### config.mk
export PLATFORM = sky130hd
export DESIGN_NAME = psr_shadow_stack
export DESIGN_NICKNAME = d
export VERILOG_FILES = /design/src/rtl/psr_pkg.sv /design/src/rtl/busInterface.sv /design/src/rtl/psr_lifo.sv /design/src/rtl/psr_shadow_stack.sv
export SDC_FILE = /design/constraint.sdc
export NUM_CORES = 1
export LEC_CHECK = 0
export ABC_AREA = 0
export BUFFER_PORTS_ARGS = -buffer_cell sky130_fd_sc_hd__buf_2
export CORE_ASPECT_RATIO = 1.75
export CORE_MARGIN = 2
export CORE_UTILIZATION = 51
export DETAILED_ROUTE_END_ITERATION = 10
export PLACE_DENSITY = 0.9
export SETUP_SLACK_MARGIN = 0.4
export SLEW_MARGIN = 20
export SYNTH_ARGS = -nofsm -noshare
export SYNTH_HDL_FRONTEND = slang
export SYNTH_HIERARCHICAL = 1
export SYNTH_SLANG_ARGS = --single-unit
### constraint.sdc
create_clock -name clk -period 8.6 [get_ports clk]
set_input_delay 1.29 -clock clk [delete_from_list [all_inputs] [get_ports clk]]
set_output_delay 1.29 -clock clk [all_outputs]
set_load 0.02 [all_outputs]
### src/rtl/psr_pkg.sv
// psr_pkg: shared definitions for the processor status register block.
//   - Flag bit positions within the status register (C, Z, I, D, B, U, V, N).
//   - Default reset value and pop keep-mask for an 8-bit status register.
//   - Packed record for the sticky stack error flags.
package psr_pkg;

  localparam int PSR_C = 0;  // carry
  localparam int PSR_Z = 1;  // zero
  localparam int PSR_I = 2;  // interrupt disable
  localparam int PSR_D = 3;  // decimal
  localparam int PSR_B = 4;  // break
  localparam int PSR_U = 5;  // unused / always-one on most cores
  localparam int PSR_V = 6;  // overflow
  localparam int PSR_N = 7;  // negative

  // Interrupt-disable and the unused bit come up set.
  localparam logic [7:0] PSR_RESET_VAL = 8'h24;
  // B and U describe the current context, not the saved one, so a restore
  // leaves them alone.
  localparam logic [7:0] PSR_KEEP_MASK = 8'h30;

  typedef struct packed {
    logic ovf;   // push attempted while full
    logic unf;   // pop attempted while empty
    logic coll;  // push and pop requested together
  } psr_err_t;

endpackage

### src/rtl/busInterface.sv
// busInterface: output gate onto the internal data bus.
//   i_oe   : drive enable
//   i_data : value to present
//   o_data : i_data when i_oe=1, otherwise all zeros (wired-OR friendly bus)
module busInterface #(
  parameter int WIDTH = 8
) (
  input  logic             i_oe,
  input  logic [WIDTH-1:0] i_data,
  output logic [WIDTH-1:0] o_data
);

  assign o_data = i_oe ? i_data : '0;

endmodule

### src/rtl/psr_lifo.sv
// psr_lifo: storage for saved status-register values.
//   clk, rst : clock and synchronous active-high reset (clears the count only)
//   i_push   : qualified push (caller guarantees not full, not with pop)
//   i_pop    : qualified pop  (caller guarantees not empty, not with push)
//   i_data   : value written at index o_count on push
//   o_top    : entry at index o_count-1 (meaningless while empty)
//   o_count  : number of occupied entries
//   o_full   : o_count == DEPTH
//   o_empty  : o_count == 0
module psr_lifo #(
  parameter int WIDTH = 8,
  parameter int DEPTH = 4
) (
  input  logic                     clk,
  input  logic                     rst,
  input  logic                     i_push,
  input  logic                     i_pop,
  input  logic [WIDTH-1:0]         i_data,
  output logic [WIDTH-1:0]         o_top,
  output logic [$clog2(DEPTH):0]   o_count,
  output logic                     o_full,
  output logic                     o_empty
);

  localparam int IDX_W = $clog2(DEPTH);
  localparam int CNT_W = IDX_W + 1;

  logic [WIDTH-1:0] r_mem [DEPTH];
  logic [CNT_W-1:0] r_count;
  logic [IDX_W-1:0] w_wr_idx;
  logic [IDX_W-1:0] w_rd_idx;

  // Count is below DEPTH whenever a push is accepted, so the low bits are
  // a valid write index; the read index wraps harmlessly when empty.
  assign w_wr_idx = r_count[IDX_W-1:0];
  assign w_rd_idx = w_wr_idx - IDX_W'(1);

  // The pop result must reach the live register in the same cycle, so the
  // top entry is read asynchronously (small distributed array).
  assign o_top   = r_mem[w_rd_idx];
  assign o_count = r_count;
  assign o_full  = (r_count == CNT_W'(DEPTH));
  assign o_empty = (r_count == '0);

  // Entries are never reset; anything above the count is unobservable.
  always_ff @(posedge clk) begin
    if (!rst && i_push) begin
      r_mem[w_wr_idx] <= i_data;
    end
  end

  always_ff @(posedge clk) begin
    if (rst) begin
      r_count <= '0;
    end else if (i_push) begin
      r_count <= r_count + CNT_W'(1);
    end else if (i_pop) begin
      r_count <= r_count - CNT_W'(1);
    end
  end

endmodule

### src/rtl/psr_shadow_stack.sv
// psr_shadow_stack: live status register with a small save/restore stack.
//   clk, rst        : clock, synchronous active-high reset
//   db_in/db_wr_mask: per-bit load from the internal data bus
//   set_mask        : per-bit force to 1
//   clr_mask        : per-bit force to 0
//   alu_flags/mask  : per-bit load from the ALU
//   push / pop      : save live value / restore from stack top
//   db_oe           : drive live value onto psr_db
//   psr_rcl         : live register
//   psr_db          : live register gated by db_oe
//   depth_cnt       : occupied stack entries; full / empty derived from it
//   err_ovf/unf/coll: sticky push-when-full / pop-when-empty / push+pop
module psr_shadow_stack
  import psr_pkg::*;
#(
  parameter int               WIDTH     = 8,
  parameter int               DEPTH     = 4,
  parameter logic [WIDTH-1:0] RESET_VAL = PSR_RESET_VAL,
  parameter logic [WIDTH-1:0] KEEP_MASK = PSR_KEEP_MASK
) (
  input  logic                   clk,
  input  logic                   rst,
  input  logic [WIDTH-1:0]       db_in,
  input  logic [WIDTH-1:0]       db_wr_mask,
  input  logic [WIDTH-1:0]       set_mask,
  input  logic [WIDTH-1:0]       clr_mask,
  input  logic [WIDTH-1:0]       alu_flags,
  input  logic [WIDTH-1:0]       alu_mask,
  input  logic                   push,
  input  logic                   pop,
  input  logic                   db_oe,
  output logic [WIDTH-1:0]       psr_rcl,
  output logic [WIDTH-1:0]       psr_db,
  output logic [$clog2(DEPTH):0] depth_cnt,
  output logic                   full,
  output logic                   empty,
  output logic                   err_ovf,
  output logic                   err_unf,
  output logic                   err_coll
);

  logic [WIDTH-1:0]       r_psr;
  psr_err_t               r_err;
  logic [WIDTH-1:0]       w_psr_next;
  logic [WIDTH-1:0]       w_top;
  logic [$clog2(DEPTH):0] w_count;
  logic                   w_full;
  logic                   w_empty;
  logic                   w_push_ok;
  logic                   w_pop_ok;

  // A simultaneous push and pop is a collision: neither takes effect.
  assign w_push_ok = push & ~pop & ~w_full;
  assign w_pop_ok  = pop & ~push & ~w_empty;

  psr_lifo #(
    .WIDTH (WIDTH),
    .DEPTH (DEPTH)
  ) u_lifo (
    .clk     (clk),
    .rst     (rst),
    .i_push  (w_push_ok),
    .i_pop   (w_pop_ok),
    .i_data  (r_psr),      // pre-edge live value, unaffected by this cycle's writes
    .o_top   (w_top),
    .o_count (w_count),
    .o_full  (w_full),
    .o_empty (w_empty)
  );

  // Per-bit source select: restore > bus > clear > set > ALU > hold.
  // Kept bits skip the restore term and fall through to the rest.
  for (genvar gi = 0; gi < WIDTH; gi++) begin : g_bit
    assign w_psr_next[gi] = (w_pop_ok && !KEEP_MASK[gi]) ? w_top[gi]     :
                            db_wr_mask[gi]               ? db_in[gi]     :
                            clr_mask[gi]                 ? 1'b0          :
                            set_mask[gi]                 ? 1'b1          :
                            alu_mask[gi]                 ? alu_flags[gi] :
                                                           r_psr[gi];
  end

  always_ff @(posedge clk) begin
    if (rst) begin
      r_psr <= RESET_VAL;
    end else begin
      r_psr <= w_psr_next;
    end
  end

  always_ff @(posedge clk) begin
    if (rst) begin
      r_err <= '0;
    end else begin
      if (push && !pop && w_full)  r_err.ovf  <= 1'b1;
      if (pop && !push && w_empty) r_err.unf  <= 1'b1;
      if (push && pop)             r_err.coll <= 1'b1;
    end
  end

  busInterface #(
    .WIDTH (WIDTH)
  ) u_bus (
    .i_oe   (db_oe),
    .i_data (r_psr),
    .o_data (psr_db)
  );

  assign psr_rcl   = r_psr;
  assign depth_cnt = w_count;
  assign full      = w_full;
  assign empty     = w_empty;
  assign err_ovf   = r_err.ovf;
  assign err_unf   = r_err.unf;
  assign err_coll  = r_err.coll;

endmodule

### After elaboration in Yosys (flattened, before gate mapping)

Memory sizes are Yosys's and may differ from the RTL's.
Cells that the tools add are included.

| word-level totals | value |
|---|---|
| register bits | 14 |
| RAM bits | 32 |
| input port bits | 53 |
| output and inout port bits | 24 |
| word-level logic and storage cells | 87 |
| memories kept | 1 |

| operators by class | value |
|---|---|
| add/sub/neg operators | 3 |
| equality and inequality tests | 1 |
| multiplexer cells | 43 |
| bitwise operators | 8 |
| reduce and logical (&&, ||, !) cells | 19 |

Memories:

| name | words | bits a word | read ports | clocked after Yosys merged registers in | wr ports | line | source |
|---|---|---|---|---|---|---|---|
| u_lifo.r_mem | 4 | 8 | 1 | 0 | 1 | psr_lifo.sv:28 | `logic [WIDTH-1:0] r_mem [DEPTH];` |

Operator list:

| kind | count |
|---|---|
| 2-to-1 mux 1 bit | 40 |
| nonzero test 5 bit | 6 |
| 2-to-1 mux 8 bit | 1 |
| nonzero test 4 bit | 2 |
| logical AND 1 bit | 6 |
| 2-to-1 mux 3 bit | 2 |
| bitwise AND 1 bit | 4 |
| inverter 1 bit | 4 |
| adder 3 x 1 -> 3 bit, second input constant | 1 |
| equality test 3 bit, second input constant | 1 |
| zero test 1 bit | 3 |
| zero test 3 bit | 1 |
| subtractor 3 x 1 -> 3 bit, second input constant | 1 |
| nonzero test 2 bit | 1 |
| subtractor 2 x 1 -> 2 bit, second input constant | 1 |

### Longest topological paths before layout

Gate-level depths: netlist of run 1.

| logic depth | value |
|---|---|
| depth after elaboration | 6 |
| gate-level depth with buffers | 10 |
| gate-level depth less buffers | 9 |

### Cells and area by module

Netlist of run 1, hierarchy kept.

Modules (own cells, without submodules):

| module | instances | cells an instance | area each (sq um) | sequential area each (sq um) |
|---|---|---|---|---|
| psr_lifo | 1 | 71 | 1,396.3 | 1,021.0 |
| psr_shadow_stack | 1 | 68 | 596.8 | 220.2 |
| busInterface | 1 | 8 | 50.0 | 0.0 |

### Worst setup path after synthesis of run 1

Ideal clock, no wire load.

| timing path | value |
|---|---|
| path kind | register to register |
| start | reg u_lifo.r_count[0], in the netlist u_lifo/o_count[0] |
| end | reg u_lifo.r_count[2], in the netlist u_lifo/o_count[2] |
| library setup time | 66 ps |
| arrival time | 2,911 ps |
| data required time | 8,534 ps |
| slack | 5,623 ps |
| stages on the path, launching flop included | 11 |
| path buffers | 1 |
| clock period less this slack | 2,977 ps |
| cells stage by stage | dfxtp_1 > buf_2 > inv_1 > ha_1 > and2_1 > nor3_1 > inv_1 > fa_1 > or3b_1 > a21o_1 > a21oi_2 |

| between the ends | value |
|---|---|
| longest elaborated chain between the ends | 4 |
| elaborated cells on any way between the ends | 11 |
| classes of those cells | add/sub (2); eq/ne (1); mux (2); bitwise (4); reduce/logical (2) |

Ends and longest elaborated chain:

| what | line | source |
|---|---|---|
| start: declaration | psr_lifo.sv:29 | `logic [CNT_W-1:0] r_count;` |
| start signal: assignment | psr_lifo.sv:56 | `r_count <= r_count + CNT_W'(1);` |
| start signal: assignment | psr_lifo.sv:58 | `r_count <= r_count - CNT_W'(1);` |
| equality test 3 bit (*) | psr_lifo.sv:42 | `assign o_full = (r_count == CNT_W'(DEPTH));` |
| net full | psr_shadow_stack.sv:35 | `output logic full,` |
| inverter 1 bit (*) | psr_shadow_stack.sv:53 | `assign w_push_ok = push & ~pop & ~w_full;` |
| bitwise AND 1 bit (*) | psr_shadow_stack.sv:53 |  |
| net w_push_ok | psr_shadow_stack.sv:49 | `logic w_push_ok;` |
| 2-to-1 mux 3 bit or nonzero test 2 bit (tied branches) | n/a |  |

The timed path passes the listed nets; every way through them passes the cells marked *. The select of a mux whose other input is x is not followed.
A chain may end at the register's enable or synchronous reset.

### Worst setup path in the final report of run 1

| timing path | value |
|---|---|
| start | reg u_lifo.r_count[0], in the netlist u_lifo/o_count[0] |
| end | out full |

| between the ends | value |
|---|---|
| longest elaborated chain between the ends | 1 |

Ends and longest elaborated chain:

| what | line |
|---|---|
| equality test 3 bit | psr_lifo.sv:42 |
| end: declaration | psr_shadow_stack.sv:35 |

No other way between the ends.

==> metrics.md, run 1 <==
| Metric | Value |
|---|---|
| Initial antenna violation count | 0 |
| PortBufs | between 70 and 80 |
| Diode count | 0 |
| Worst Tran Pin Value | 0.6372 ns |
| Core Util, Final | approximately 69% |
| Yosys warnings | 6 |
| FF+latch area | 1001 µm² |
| Detailed-route wire length | 4258 µm |
| Hold Violations, Final | 0 |
| Cell family with most CP delay | flip-flops |
| CTS tree | built |
| Layout Nets | 274 |
| First-pass GRT wire length | between 6000 and 7000 µm |
| Slowest stage cell, crit path | dfxtp_1 |
| Crit path cell chain | inv_1 > ha_1 > and2_1 > buf_2 |
| Final setup fails | 0 |
| Post-route ant nets | 0 |
| I/O pin count | 77 |
| Crit Path Max Fanout | 11 |
| Mapped cell area | roughly 1800 µm² |
| Max clock buf depth | 2 |
| Mean routed wirelength per cell | roughly 16 µm |
| Leakage | around 1 nW |
| Area of the multi-input gates | a little over 700 µm² |
| PD cells | around 220 nW/µm² |
| H-tree depth | 2 |
| Total power | around 0.51 mW |
| CP Data Arrival Time | around 1.9 ns |
| Hold buffers post-CTS | 0 |
| Total Die Area | 3951 µm² |
| Peak supply drop | 0.0002647 V |
| Syn avg cell area | 12.83 µm² |
| Worst path required time | 7.31 ns |
| WP buf/inv | 2 |
| CORE AREA | about 3300 µm² |
| Relative slew slack | about 57% |
| RSZ-0062 raised after global routing | no |
| Row Count | 28 |
| CTS Buf Count | 5 |
| Clk_skew | 0.008612 ns |
| Clk_lat worst skew | 0.29 ns |
| Die W | a little under 50 µm |
| Num Clock Sinks | 38 |
| Final slew viol count | 0 |
| Via count | about 1,400 |
| Starting Density | 52.82% |
| Final HPWL DP | between 3000 and 4000 µm |
| WS Path Type | flip-flop to output port |
| Max Cap Violations | 0 |
| Critical Path End Type | output port |
| Layout cell share with drive strength beyond 1 | between 40% and 50% |
| Post-CTS Resized | 0 |
| Post CTS Setup Buffer Count | 0 |
| Remaining global-route overflow | 0 |
| Net Count, Synth | approximately 200 |
| Startpoint class of the critical path | flip-flop |
| Die Span Y | approximately 82 µm |
| Period Utilization, post-route | a little over a third |
| Drt first pass iters | 4 |
| Worst path max stage delay | between 0.7 and 0.8 ns |
| Setup TNS | 0 ns |
| P&R area growth vs syn | 31.03% |
| Routability cong. | ~0.75 |
| DR vias/cell | between 5 and 6 |
| Total GRT Usage | a little under a quarter |
| Mapped Cells | around 140 |
| Max Fclk | around 320 MHz |
| Vias in the first global route | between 1,000 and 1,500 |
| Filler cells | between 200 and 300 |
| Worst Hold Class | flip-flop to flip-flop |
| Largest net degree at the start of global routing | 18 |
| First DRT Iteration DRCs | 26 |
| Status | finished clean |
| Clk slew on worst S/H paths | 0.07 ns |
| DR DRC count | 0 |
| Root buf cell | clkbuf_8 |
| Crit path time final | about 3.1 ns |
[cell usage in the layout (no fill, tap or decap)]
cell and count:
mux4_2 6, fa_1 1, buf_2 76, clkinv_1 1, ha_1 4, or3b_4 1, mux2_2 6, clkbuf_8 5
o41ai_1 1, o21ai_0 7, or3b_1 1, and2_1 13, edfxtp_1 24, dfxtp_1 14, xnor2_1 1, a31oi_1 3
nand2_1 7, a21o_1 1, a21oi_2 1, a311oi_2 5, o31ai_1 1, nor3_1 2, nor2b_1 3, a211oi_1 2
inv_1 6, nand3_1 1, a21oi_1 4, bufinv_16 2, nor2_1 17, nand3b_1 1
[report_power, final]
group	switching [mW]	total, mW	internal [mW]	leakage [nW]
logic	0.0577	0.107	0.0492	0.586
clock network	0.0614	0.176	0.115	0.0658
registers	0.0149	0.222	0.207	0.335
[per-layer routing]
metal	vias to the layer above	global-route usage, %	routed length, µm
li1	659	-	-
met1	694	23.56	1427
met2	28	44.03	2602
met3	10	5.636	126
met4	0	11.71	103
met5	-	0	0
[worst min-delay path, stage by stage (launching register included)]
cell	delay (ns)
dfxtp_1	0.34
a31oi_1	0.05
nor2_1	0.08
[registers in the layout (all words and copies together) (netlist names)]
name	count
err_unf	1
u_lifo/o_count	3
err_coll	1
psr_rcl	8
err_ovf	1
u_lifo/r_mem	24
[per-stage QoR]
stage	cells	instance area, µm²	worst slack, ns	hold slack, ns
finish	262	2303	5.462	0.4922
global route	262	2303	5.311	0.5075
CTS	262	2303	5.438	0.4768
detailed placement	254	2171	5.420	0.4593
global placement	254	2171	5.462	0.4477
floorplan	137	1758	5.674	0.5701
[layout make-up]
class	instances	area share [%]
Timing Repair Buffer	76	16.51
Multi-Input combinational cell	89	30.85
Clock buffer	5	2.988
Tap cell	45	2.444
Clock inverter	3	2.770
Sequential cell	38	43.45
Inverter	6	0.9777
[worst paths after layout]
path	startpoint	to	slack [ns]	cells past startpoint
setup / recovery	u_lifo/o_count[0]	full	5.46	4
hold / removal	err_ovf	err_ovf	0.49	2
hold reg to reg	err_ovf	err_ovf	0.49	2
setup reg to reg	u_lifo/o_count[0]	u_lifo/o_count[2]	5.54	9
Note: power is estimated with default switching activity, not from simulation.
==> run 2, diff against run 1 <==
Settings changed: CORE_UTILIZATION 51 to 49, PLACE_DENSITY 0.9 to 0.87.
Clock period 8.6 ns to 3.04 ns, I/O delays scaled along.
==> metrics.md, run 2 (synthesis results as in run 1) <==
| Metric | Value |
|---|---|
| P&R area growth vs syn | 34.02% |
| Hold_ws | 0.3418 ns (-0.1505 ns) |
| Root buf cell | clkbuf_8 |
| DP Area | 2177 µm² (+0.29%) |
| First-pass GRT wire length | 6099 µm (-9.4%) |
| Via count | 1,390 (-0.072%) |
| Clk_lat worst skew | 0.29 ns (about the same) |
| Worst path required time | 3.27 ns (-4.04 ns) |
| WS Path Type | flip-flop to flip-flop |
| Hold buffers post-CTS | 0 (unchanged) |
| FF-to-FF Start | u_lifo/o_count[1] |
| Final slew viol count | 0 (unchanged) |
| Remaining global-route overflow | 0 (unchanged) |
| Worst Tran Pin Value | 0.3795 ns (-0.2576 ns) |
| Setup TNS | 0 ns (unchanged) |
| PortBufs | 76 (unchanged) |
| Biggest register | u_lifo/r_mem |
| Mean routed wirelength per cell | 14.91 µm (-8.3%) |
| Hold Violations, Final | 0 (unchanged) |
| Critical Path End Type | flip-flop |
| Cell family with most CP delay | simple AND/OR/NAND/NOR gates |
| Worst path max stage delay | 0.45 ns (-0.28 ns) |
| FF-to-FF setup slack | 0.54 ns (-5.00 ns) |
| CP Launch Point | u_lifo/o_count[1] |
| Die Span Y | 83.24 µm (+1.9%) |
| Crit path time final | roughly 2.5 ns |
| Most common cell on crit path | inv_1 |
| Status | finished clean |
| I/O pin count | 77 (unchanged) |
| Layout Nets | 279 (+1.8%) |
| Final HPWL DP | 2898 µm (-9.0%) |
| PD cells | 618.4 nW/µm² (+180%) |
| R2r endpoint | u_lifo/o_count[2] |
| Initial antenna violation count | 0 (unchanged) |
| R2R depth | 9 (unchanged) |
| Crit Path Max Fanout | 6 (-5) |
| CTS tree | built |
| Starting Density | 51.73% (-1.1 points) |
| DR vias/cell | 5.206 (-1.9%) |
| Period Utilization, post-route | between 80 and 90% |
| Clk_skew | 0.003435 ns (-0.005178 ns) |
| RSZ-0062 raised after global routing | no |
| Drt first pass iters | 4 (unchanged) |
| DR DRC count | 0 (unchanged) |
| Detailed-route wire length | 3980 µm (-6.5%) |
| Die W | 49.28 µm (+1.8%) |
| CP Depth | 9 (+5) |
| CP Data Arrival Time | 2.73 ns (+0.88 ns) |
| H-tree depth | 2 (unchanged) |
| Final std cells w/o fill | 267 (+1.9%) |
| Diode count | 0 (unchanged) |
| Startpoint class of the critical path | flip-flop |
| Commonest non-fill, non-tap cell in the layout | buf_2 |
| Min-delay src | clr_mask[5] |
| Row Count | 28 (unchanged) |
| CTS Buf Count | 5 (unchanged) |
| Clk slew on worst S/H paths | 0.07 ns (about the same) |
| Slowest stage cell, crit path | dfxtp_1 |
| Total Die Area | 4101 µm² (+3.8%) |
| CORE AREA | 3398 µm² (+2.1%) |
| Crit path cell chain | inv_1 > ha_1 > and2_1 > nor3_4 > inv_1 > fa_1 > or3b_1 > a21o_1 > a21oi_2 |
| Max reg flops | 24 (unchanged) |
| Total GRT Usage | 19.84% (-3.3 points) |
| Max Cap Violations | 0 (unchanged) |
| Placed Instances | 254 (unchanged) |
| Largest net degree at the start of global routing | 18 (unchanged) |
| WP buf/inv | 2 (unchanged) |
| Final setup fails | 0 (unchanged) |
| Num Clock Sinks | 38 (unchanged) |
| Max Fclk | approximately 400 MHz |
| Peak supply drop | 0.0005975 V (+130%) |
| First DRT Iteration DRCs | 51 (+96%) |
| CP endpoint | u_lifo/o_count[2] |
| Worst Hold Class | primary input to flip-flop |
| Leakage | 1.017 nW (+3.0%) |
| Post-route ant nets | 0 (unchanged) |
| Max clock buf depth | 2 (unchanged) |
| Layout cell share with drive strength beyond 1 | 49.10% (+2.1 points) |
| Routability cong. | 0.7756 (+3.9%) |
| Vias in the first global route | 1,405 (+1.4%) |
| Cell area after layout | 2356 µm² (+2.3%) |
| Most frequent cells in the layout | buf_2, edfxtp_1, nor2_1 |
| Relative slew slack | 74.70% (+17 points) |
==> run 2: changes by cell type in the layout (fill, tap and decap cells not counted), sizes merged <==
cell and delta:
buf +5
==> run 2: where the power goes <==
group | leakage [nW] | internal [mW] | switching (mW)
Sequential | 0.336 | 0.587 | 0.0357
Combinational | 0.615 | 0.157 | 0.172
Clock | 0.0658 | 0.325 | 0.180
Total | 1.02 | 1.07 | 0.388
==> run 2: area by class of cell <==
cell class	instances	area, µm²
Fill cell	251	1042
Timing Repair Buffer	81	417.9
Clock buffer	5	68.82
Tap cell	45	56.30
Inverter	6	22.52
Sequential cell	38	1005
Multi-Input combinational cell	89	721.9
Clock inverter	3	63.81
==> run 2: per-layer routing <==
layer / global-route usage, % / part of all wire [%] / vias to the layer above
li1: - / - / 669
met1: 20.75 / 37 / 653
met2: 35.01 / 54 / 59
met3: 4.676 / 6.2 / 9
met4: 11.43 / 2.4 / 0
met5: 0 / 0 / -
==> run 2: through the flow <==
step / power, mW / setup WS [ns] / utilization [%]
finish: 1.457 / 0.5397 / 69.33
global route: 1.516 / 0.4100 / 69.33
CTS: 1.441 / 0.4136 / 68.04
detailed placement: 0.9371 / 0.3819 / 64.06
global placement: 0.9273 / 0.4838 / 64.06
floorplan: 0.8305 / 0.4286 / -
==> run 2: worst min-delay path by stage <==
stage	end	slack, ns	cells after the start
final	psr_rcl[5]	0.34	2
after floorplan	u_lifo/o_count[2]	0.52	1
after global routing	psr_rcl[5]	0.35	2
after global placement	err_coll	0.45	2
after detailed placement	err_coll	0.46	2
after CTS	psr_rcl[5]	0.34	2
==> run 2: timing repair <==
item                       in CTS  in global routing
buffers inserted                0                  5
gates resized for setup         1                  1
setup endpoints to repair       1                  1
==> run 3, diff against run 2 <==
Clock period 3.04 ns to 2.6 ns, I/O delays scaled along.
==> metrics.md, run 3 (synthesis results as in run 1) <==
| Metric | Value |
|---|---|
| Mean routed wirelength per cell | 14.93 µm (+0.15%) |
| Die Span Y | 83.24 µm (unchanged) |
| Post-route ant nets | 0 (unchanged) |
| Filler cells | 262 (+4.4%) |
| Sequential power share | 42.1% (-0.6 points) |
| Setup TNS | 0 ns (unchanged) |
| Final setup fails | 0 (unchanged) |
| Via count | 1,364 (-1.9%) |
| Row Count | 28 (unchanged) |
| Vias in the first global route | 1,427 (+1.6%) |
| Hold buffers post-CTS | 0 (unchanged) |
| Clk slew on worst S/H paths | 0.07 ns (about the same) |
| Die W | 49.28 µm (unchanged) |
| Critical Path End Type | flip-flop |
| Clk_skew | 0.005253 ns (+0.001818 ns) |
| Starting Density | 51.73% (unchanged) |
| Drt first pass iters | 4 (unchanged) |
| CORE AREA | 3398 µm² (unchanged) |
| H-tree depth | 2 (unchanged) |
| WS Path Type | flip-flop to flip-flop |
| Met3 usage | 4.676% (unchanged) |
| Grt met2 use | 37.96% (+2.9 points) |
| Final std cells w/o fill | 268 (+0.37%) |
| CP Depth | 9 (unchanged) |
| Biggest register | u_lifo/r_mem |
| Cell family with most CP delay | simple AND/OR/NAND/NOR gates |
| Pre-CTS WS | 0.2979 ns (-0.08402 ns) |
| Most frequent cells in the layout | buf_2, edfxtp_1, nor2_1 |
| CTS Buf Count | 5 (unchanged) |
| Clk_lat worst skew | 0.29 ns (about the same) |
| Worst path required time | 2.83 ns (-0.44 ns) |
| Crit path time final | 2.141 ns (-0.3591 ns) |
| WP buf/inv | 2 (unchanged) |
| Max Fclk | 467.0 MHz (+17%) |
| Worst Tran Pin Value | 0.3821 ns (+0.002580 ns) |
| Hold Crit Depth | 2 (unchanged) |
| Met1 Use GR | 21.42% (+0.67 points) |
| Most Used Layer, Global Route | met2 |
| Num Clock Sinks | 38 (unchanged) |
| Logic pwr share | 23.9% (+1.3 points) |
| Crit path cell chain | inv_1 > ha_4 > and2_4 > nor3_4 > inv_2 > fa_2 > or3b_4 > a21o_1 > a21oi_2 |
| Final Worst Setup Slack | 0.4588 ns (-0.08094 ns) |
| P_int | 1.264 mW (+18%) |
| P&R area growth vs syn | 36.09% |
| Slowest stage cell, crit path | or3b_4 |
| RSZ-0062 raised after global routing | no |
| Placed Instances | 254 (unchanged) |
| First-pass GRT wire length | 6348 µm (+4.1%) |
| Final slew viol count | 0 (unchanged) |
| Sw Ratio | 26.34% (-0.31 points) |
| Layout cell share with drive strength beyond 1 | 52.47% (+3.4 points) |
| Startpoint class of the critical path | flip-flop |
| Status | finished clean |
| Max clock buf depth | 2 (unchanged) |
| R2R depth | 9 (unchanged) |
| Commonest non-fill, non-tap cell in the layout | buf_2 |
| Final HPWL DP | 3005 µm (+3.7%) |
| Initial antenna violation count | 0 (unchanged) |
| Remaining global-route overflow | 0 (unchanged) |
| Routability cong. | 0.7857 (+1.3%) |
| Period Utilization, post-route | 82.36% (+0.11 points) |
| DR DRC count | 0 (unchanged) |
| PD cells | 717.2 nW/µm² (+16%) |
| Max Cap Violations | 0 (unchanged) |
| I/O pin count | 77 (unchanged) |
| CTS tree | built |
| Worst path max stage delay | 0.40 ns (-0.05 ns) |
| Total Die Area | 4101 µm² (unchanged) |
| Total GRT Usage | 20.81% (+0.96 points) |
| Root buf cell | clkbuf_8 |
| FF-to-FF setup slack | 0.46 ns (-0.08 ns) |
| CP Data Arrival Time | 2.37 ns (-0.36 ns) |
| Switching power | 0.4518 mW (+16%) |
| Crit Path Max Fanout | 3 (-3) |
| First DRT Iteration DRCs | 28 (-45%) |
| Relative slew slack | 74.53% (-0.17 points) |
| Hold Violations, Final | 0 (unchanged) |
| Layout Nets | 280 (+0.36%) |
| Diode count | 0 (unchanged) |
| Detailed-route wire length | 4001 µm (+0.53%) |
| Max reg flops | 24 (unchanged) |
| DR vias/cell | 5.090 (-2.2%) |
| Largest net degree at the start of global routing | 18 (unchanged) |
| Clock share of power | 34.0% (-0.7 points) |
| Peak supply drop | 0.0006264 V (+4.8%) |
| PortBufs | 76 (unchanged) |
| Leakage | 1.024 nW (+0.76%) |
| Worst Hold Class | primary input to flip-flop |
[run 3: cell types whose count changed in the layout (fill, tap and decap cells not counted), sizes merged]
cell,before,now
buf,81,82
[run 3: repair_timing]
action,CTS,global route
gates resized for setup,0,2
endpoints found under the setup margin,1,1
pin swaps,1,3
setup buffers,2,4
[run 3: metrics by stage]
| step | hold WS (ns) | instance area (µm²) | total power [mW] | utilization (%) |
|---|---|---|---|---|
| CTS | 0.2686 | 2357 | 1.713 | 69.37 |
| detailed placement | 0.4585 | 2210 | 1.125 | 65.02 |
| finish | 0.2753 | 2392 | 1.716 | 70.40 |
| global placement | 0.4453 | 2210 | 1.111 | 65.02 |
| global route | 0.2682 | 2392 | 1.790 | 70.40 |
| floorplan | 0.4517 | 1807 | 0.9944 | - |
[run 3: final timing paths]
kind	start	end
min reg2reg	err_coll	err_coll
max	u_lifo/o_count[1]	u_lifo/o_count[2]
min	clr_mask[5]	psr_rcl[5]
max reg2reg	u_lifo/o_count[1]	u_lifo/o_count[2]
[run 3: final cells by class]
type / count / area, µm² / area share, %
Timing Repair Buffer: 82 / 425.4 / 17.78
Tap cell: 45 / 56.30 / 2.354
Sequential cell: 38 / 1008 / 42.16
Clock inverter: 3 / 63.81 / 2.667
Clock buffer: 5 / 68.82 / 2.877
Multi-Input combinational cell: 89 / 742.0 / 31.01
Inverter: 6 / 27.53 / 1.151
[run 3: power groups by stage]
stage / registers [mW] / clock network [mW] / logic (mW)
3_3_place_gp: 0.750 / 0 / 0.360
2_1_floorplan: 0.761 / 0 / 0.233
4_1_cts: 0.725 / 0.592 / 0.397
6_report: 0.723 / 0.583 / 0.410
5_1_grt: 0.728 / 0.613 / 0.449
3_5_place_dp: 0.754 / 0 / 0.371
[run 3: metal layers]
layer | vias up | wire length, µm
li1 | 672 | -
met1 | 646 | 1465
met2 | 35 | 2320
met3 | 11 | 132
met4 | 0 | 82
met5 | - | 0
